File: src/rtl/keypad_scan.sv
// 4x4 matrix keypad scanner: column scan, frame debounce, single-key report FSM.
// Define KEYPAD_REPEAT_EN to enable auto-repeat of a held key.
module keypad_scan #(
  parameter int SCAN_DIV        = 1000,
  parameter int DEBOUNCE_FRAMES = 4,
  parameter int REPEAT_FRAMES   = 8
) (
  input  logic        clk,
  input  logic        rst,
  input  logic [3:0]  row_n,
  output logic [3:0]  col_n,
  output logic [15:0] onehot,
  output logic        key_valid,
  output logic        multi_key
);

  localparam int DW = $clog2(SCAN_DIV);
  localparam int MW = $clog2(DEBOUNCE_FRAMES);
  localparam logic [DW-1:0] DWELL_LAST = DW'(SCAN_DIV - 1);
  localparam logic [MW-1:0] MATCH_MAX  = MW'(DEBOUNCE_FRAMES - 1);

  typedef enum logic {ST_RELEASED = 1'b0, ST_PRESSED = 1'b1} state_t;

  function automatic logic [4:0] popcount16(input logic [15:0] v);
    logic [4:0] n;
    n = 5'd0;
    for (int i = 0; i < 16; i++) n = n + {4'd0, v[i]};
    return n;
  endfunction

  logic [3:0]    row_s1_r, row_s2_r;
  logic [DW-1:0] dwell_r;
  logic [1:0]    col_r;
  logic [15:0]   build_r, snap_r;
  logic [MW-1:0] match_r;
  state_t        state_r;
  logic          pend_r;

  logic          sample_s, frame_end_s, stable_s;
  logic [15:0]   frame_s;
  logic [MW-1:0] match_nxt_s;
  logic [4:0]    pop_s;

`ifdef KEYPAD_REPEAT_EN
  localparam int RW = $clog2(2 * REPEAT_FRAMES + 1);
  localparam logic [RW-1:0] RPT_FIRST = RW'(2 * REPEAT_FRAMES);
  localparam logic [RW-1:0] RPT_NEXT  = RW'(REPEAT_FRAMES);
  logic [RW-1:0] rpt_cnt_r;
  logic          rpt_first_r;
  logic [RW-1:0] rpt_thr_s;
  assign rpt_thr_s = rpt_first_r ? RPT_FIRST : RPT_NEXT;
`endif

  // Two-flop synchronizer for the asynchronous row inputs
  always_ff @(posedge clk or posedge rst) begin
    if (rst) begin
      row_s1_r <= 4'hF;
      row_s2_r <= 4'hF;
    end else begin
      row_s1_r <= row_n;
      row_s2_r <= row_s1_r;
    end
  end

  // Merge the current column's rows into the partially built frame
  always_comb begin
    frame_s = build_r;
    for (int r = 0; r < 4; r++) frame_s[{2'(r), col_r}] = ~row_s2_r[r];
  end

  // Debounce count the frame would reach if this were a frame end
  always_comb begin
    match_nxt_s = {MW{1'b0}};
    if (frame_s == snap_r) begin
      if (match_r == MATCH_MAX) match_nxt_s = match_r;
      else                      match_nxt_s = match_r + 1'b1;
    end else begin
      match_nxt_s = {MW{1'b0}};
    end
  end

  assign sample_s    = (dwell_r == DWELL_LAST);
  assign frame_end_s = sample_s && (col_r == 2'd3);
  assign stable_s    = frame_end_s && (match_nxt_s == MATCH_MAX);
  assign pop_s       = popcount16(frame_s);

  // Column scan, frame assembly and debounce counter
  always_ff @(posedge clk or posedge rst) begin
    if (rst) begin
      dwell_r <= {DW{1'b0}};
      col_r   <= 2'd0;
      col_n   <= 4'b1110;
      build_r <= 16'h0000;
      snap_r  <= 16'h0000;
      match_r <= {MW{1'b0}};
    end else if (sample_s) begin
      dwell_r <= {DW{1'b0}};
      col_r   <= col_r + 2'd1;
      col_n   <= {col_n[2:0], col_n[3]};
      build_r <= frame_s;
      if (frame_end_s) begin
        snap_r  <= frame_s;
        match_r <= match_nxt_s;
      end
    end else begin
      dwell_r <= dwell_r + 1'b1;
    end
  end

  // Report FSM; key_valid trails the onehot update by one cycle
  always_ff @(posedge clk or posedge rst) begin
    if (rst) begin
      state_r     <= ST_RELEASED;
      onehot      <= 16'h0000;
      pend_r      <= 1'b0;
      key_valid   <= 1'b0;
      multi_key   <= 1'b0;
`ifdef KEYPAD_REPEAT_EN
      rpt_cnt_r   <= {RW{1'b0}};
      rpt_first_r <= 1'b1;
`endif
    end else begin
      key_valid <= pend_r;
      pend_r    <= 1'b0;
      if (stable_s) begin
        multi_key <= (pop_s >= 5'd2);
        case (state_r)
          ST_RELEASED: begin
            if (pop_s == 5'd1) begin
              onehot  <= frame_s;
              pend_r  <= 1'b1;
              state_r <= ST_PRESSED;
`ifdef KEYPAD_REPEAT_EN
              rpt_cnt_r   <= {RW{1'b0}};
              rpt_first_r <= 1'b1;
`endif
            end
          end
          ST_PRESSED: begin
            if (frame_s == 16'h0000) begin
              onehot  <= 16'h0000;
              state_r <= ST_RELEASED;
`ifdef KEYPAD_REPEAT_EN
              rpt_cnt_r   <= {RW{1'b0}};
              rpt_first_r <= 1'b1;
            end else if (frame_s == onehot) begin
              if (rpt_cnt_r + 1'b1 == rpt_thr_s) begin
                pend_r      <= 1'b1;
                rpt_cnt_r   <= {RW{1'b0}};
                rpt_first_r <= 1'b0;
              end else begin
                rpt_cnt_r <= rpt_cnt_r + 1'b1;
              end
`endif
            end
          end
          default: begin
            state_r <= ST_RELEASED;
            onehot  <= 16'h0000;
          end
        endcase
      end
    end
  end

endmodule

File: config.mk
export PLATFORM = sky130hd
export DESIGN_NAME = keypad_scan
export DESIGN_NICKNAME = d
export VERILOG_FILES = /design/src/rtl/keypad_scan.sv
export SDC_FILE = /design/constraint.sdc
export NUM_CORES = 1
export LEC_CHECK = 0
export BUFFER_PORTS_ARGS = -buffer_cell sky130_fd_sc_hd__buf_2
export CAP_MARGIN = 15
export CELL_PAD_IN_SITES_DETAIL_PLACEMENT = 0
export CELL_PAD_IN_SITES_GLOBAL_PLACEMENT = 1
export CORE_MARGIN = 8
export CORE_UTILIZATION = 35
export DETAILED_ROUTE_END_ITERATION = 10
export HOLD_SLACK_MARGIN = 0.02
export MAX_ROUTING_LAYER = met4
export PLACE_DENSITY_LB_ADDON = 0.1
export SYNTH_ARGS = -nofsm -noshare
export SYNTH_HDL_FRONTEND = slang
export SYNTH_SLANG_ARGS = --single-unit
File: constraint.sdc
create_clock -name clk -period 10 [get_ports clk]
set_input_delay 0 -clock clk [delete_from_list [all_inputs] [get_ports clk]]
set_output_delay 0 -clock clk [all_outputs]
set_load 0.005 [all_outputs]
==> run_results.csv <==
group,metric,value,unit
sta,tightest_slew,1.01,ns
die,dieArea,15200,um^2
die,std_cell_rows,39,
global_route,busiest_layer,"met2",
final_layout,nNetsFinal,445,
sta,period_needed,5.93,ns
detailed_routing,drt_iter0_drc,141,
clock_network,cts-root-buf,"clkbuf_16",
sta,relSlewSlack,33.0,%
sta,fin_skew,0.00748,ns
sta,post-route-period-util,59.3,%
die,die_y,123,um
setup_path,critPathMaxStageDelay,0.57,ns
detailed_routing,post-route-drc-count,0,
sta,rsz0062_at_grt,"false",
sta,finalHoldViolCount,0,
detailed_routing,wl_per_cell,16.5,um
die,num_io_pins,28,
die,coreArea,11300,um^2
global_route,antenna_found_initial,0,
power_and_ir_drop,ir_drop,0.0767,mV
synthesis,synth_edf_count,0,
setup_path,worstSetupPathType,"flop to flop",
clock_network,h-tree-depth,3,
power_and_ir_drop,powerDensity,139,nW/um^2
clock_network,post-cts-setup-buffers,0,
detailed_routing,vias_per_cell,4.93,
setup_path,crit_chain,"inv_1, ha_1, nand2b_1, and2_1, inv_1, fa_1, inv_1, fa_1, fa_1, fa_1, inv_1, ha_1, inv_1, fa_1, nor3b_1, nand4b_1, o21ai_1, nand4_1, a22o_1",
place,gp_congestion,0.755,
setup_path,worstPathMaxFanout,16,
clock_network,path_clk_slew,0.06,ns
synthesis,synth_seq_cells,78,
global_route,gr-usage-met2,20.9,%
setup_path,startpoint_type,"flop",
setup_path,cp.arrival,6.16,ns
sta,fmax,169,MHz
synthesis,syn_nets,412,
clock_network,worstSkewPairLatency,0.34,ns
worst_hold_path,hp-class,"primary input to flop",
setup_path,critPathTopFamily,"adder cells",
global_route,grt_pass1_vias,2840,
clock_network,clock_path_buffers,2,
global_route,track_usage,14.0,%
synthesis,ys_seq_area_share,49.0,%
synthesis,synth.avg_cell_area,10.4,um^2
power_and_ir_drop,p_leak,2.31,nW
synthesis,async_flop_share,100,%
run,maxCapViolations,0,
synthesis,ys_types,49,
final_layout,final_common_cell,"dfrtp_1",
global_route,gr-total-overflow,0,
synthesis,ys_warn_count,0,
global_route,grt_max_degree,79,
final_layout,finalCoreUtilization,40.6,%
detailed_routing,ant_nets,0,
setup_path,cp_data_required_time,10.22,ns
synthesis,synthFlopType,"dfrtp_1",
setup_path,path_buf_inv,5,
setup_path,end_kind,"flop",
final_layout,layout_common_cells,"dfrtp_1, nor2_1, a21oi_1, buf_2",
global_route,grt_use_met1,18.2,%
place,io_buffers,27,
sta,drv_slew,0,
detailed_routing,wl,9340,um
place,dp_hpwl,6800,um
detailed_routing,drtPass1Iterations,4,
global_route,grt.met3_usage,2.79,%
setup_path,critical_path.slowest_cell,"nand4_1",
outcome,status,"completed",
die,die_w,123,um
synthesis,syn_area,4020,um^2
global_route,grt_pass1_wl,15500,um
final_layout,layout-drive-gt1-share,16.8,%
clock_network,cts_made_buffers,9,
final_layout,diodes,0,
sta,final.setup.tns,0,ns
die,start_util,35.5,%
synthesis,synth_cells,385,
detailed_routing,vias,2789,
final_layout,syn_to_final_growth,14.4,%
clock_network,cts_tree,"built",
sta,setup_viol,0,
clock_network,cts.sinks,78,
==> path summary, 6_finish.rpt <==
kind	slack, ns	cells after the start	startpoint	end
max	4.07	19	col_r[0]	onehot[14]
min	0.30	2	row_n[2]	row_s1_r[2]
min in group asynchronous	0.53	4	rst	build_r[0]
max reg2reg	4.07	19	col_r[0]	onehot[14]
max in group asynchronous	8.84	4	rst	dwell_r[4]
min reg2reg	0.35	0	pend_r	key_valid
==> power by group <==
group | total, mW | internal (mW) | switching [mW] | leakage, nW
registers | 0.321 | 0.319 | 0.00210 | 1.04
logic | 0.0261 | 0.00953 | 0.0165 | 1.15
clock network | 0.290 | 0.168 | 0.123 | 0.125
total | 0.637 | 0.496 | 0.141 | 2.31
==> cell usage after synthesis (4+ instances only) <==
| library cell | number | area [um^2] |
|---|---|---|
| a22o_1 | 16 | 140 |
| a21oi_1 | 34 | 170 |
| dfrtp_1 | 67 | 1680 |
| clkbuf_1 | 8 | 30.0 |
| nor2_1 | 38 | 143 |
| nand2_1 | 19 | 71.3 |
| a21o_1 | 8 | 60.1 |
| dfstp_2 | 11 | 289 |
| nand3_1 | 13 | 65.1 |
| inv_1 | 25 | 93.8 |
| a31oi_1 | 5 | 31.3 |
| nor4_1 | 5 | 31.3 |
| and2_1 | 9 | 56.3 |
| mux2_2 | 7 | 78.8 |
| nand2b_1 | 24 | 150 |
| fa_1 | 10 | 200 |
| o21ai_1 | 5 | 25.0 |
| nor3_1 | 7 | 35.0 |
| ha_1 | 11 | 138 |
| nand4b_1 | 5 | 43.8 |
| xor2_1 | 4 | 35.0 |
| nor2b_1 | 4 | 25.0 |
| nand4_1 | 4 | 25.0 |
| and3_1 | 10 | 62.6 |
==> logic make-up (layout without fill, tap and decap cells) <==
group	after synthesis	in the layout	share of synthesized area (%)
adders and majority gates	21	21	8.41
xor gates and xnor gates	7	7	1.53
and+or+nand+nor	157	157	22.9
buffers and inverters	38	76	4.08
AOI/OAI and AO/OA	77	77	12.2
muxes	7	7	1.96
DFF	78	78	49.0
==> per-stage QoR <==
step	hold slack (ns)	area [um^2]	worst slack [ns]	power, mW	cells
global placement	0.105	4290	4.16	0.352	545
global route	0.307	4590	3.53	0.667	566
detailed placement	0.107	4290	4.04	0.352	545
CTS	0.285	4590	4.02	0.649	566
finish	0.305	4590	4.07	0.637	566
floorplan	0.00448	4020	4.86	0.344	385
==> worst register-to-register path, delay by kind of cell, from the launching register on <==
kind | cells | cell delay, ns
buffers and inverters | 5 | 0.42
DFF | 1 | 0.40
adders and majority gates | 7 | 2.94
AOI/OAI and AO/OA | 2 | 0.60
and+or+nand+nor | 5 | 1.46
==> repair_timing <==
action | 4_1_cts | 5_1_grt
resized for setup | 0 | 0
hold endpoints to repair | 5 | 0
hold buffers | 5 | 0
endpoints found under the setup margin | 0 | 0
==> registers in the layout (all words and copies together), names as in the netlist <==
register and cells:
state_r 1, build_r 16, match_r 2, row_s2_r 4, row_s1_r 4, onehot 16, dwell_r 10, col_n 4
col_r 2, key_valid 1, multi_key 1, pend_r 1, snap_r 16
==> cell type report <==
type	instances	area, um^2
fillers	1104	6730
flip-flops and latches	78	1970
multi-input cells	269	1890
clock buffers	14	244
repair buffers	35	208
well taps	143	179
inverters	25	95.1
clock inverters	2	10.0
==> routing by layer <==
| metal | share of wire [%] | vias to the layer above |
|---|---|---|
| met3 | 3.7 | 12 |
| met4 | 1.8 | 0 |
| met1 | 49 | 1328 |
| met2 | 45 | 44 |
| met5 | 0 | - |
| li1 | - | 1405 |
No activity file was read; power rests on OpenSTA's default activity.
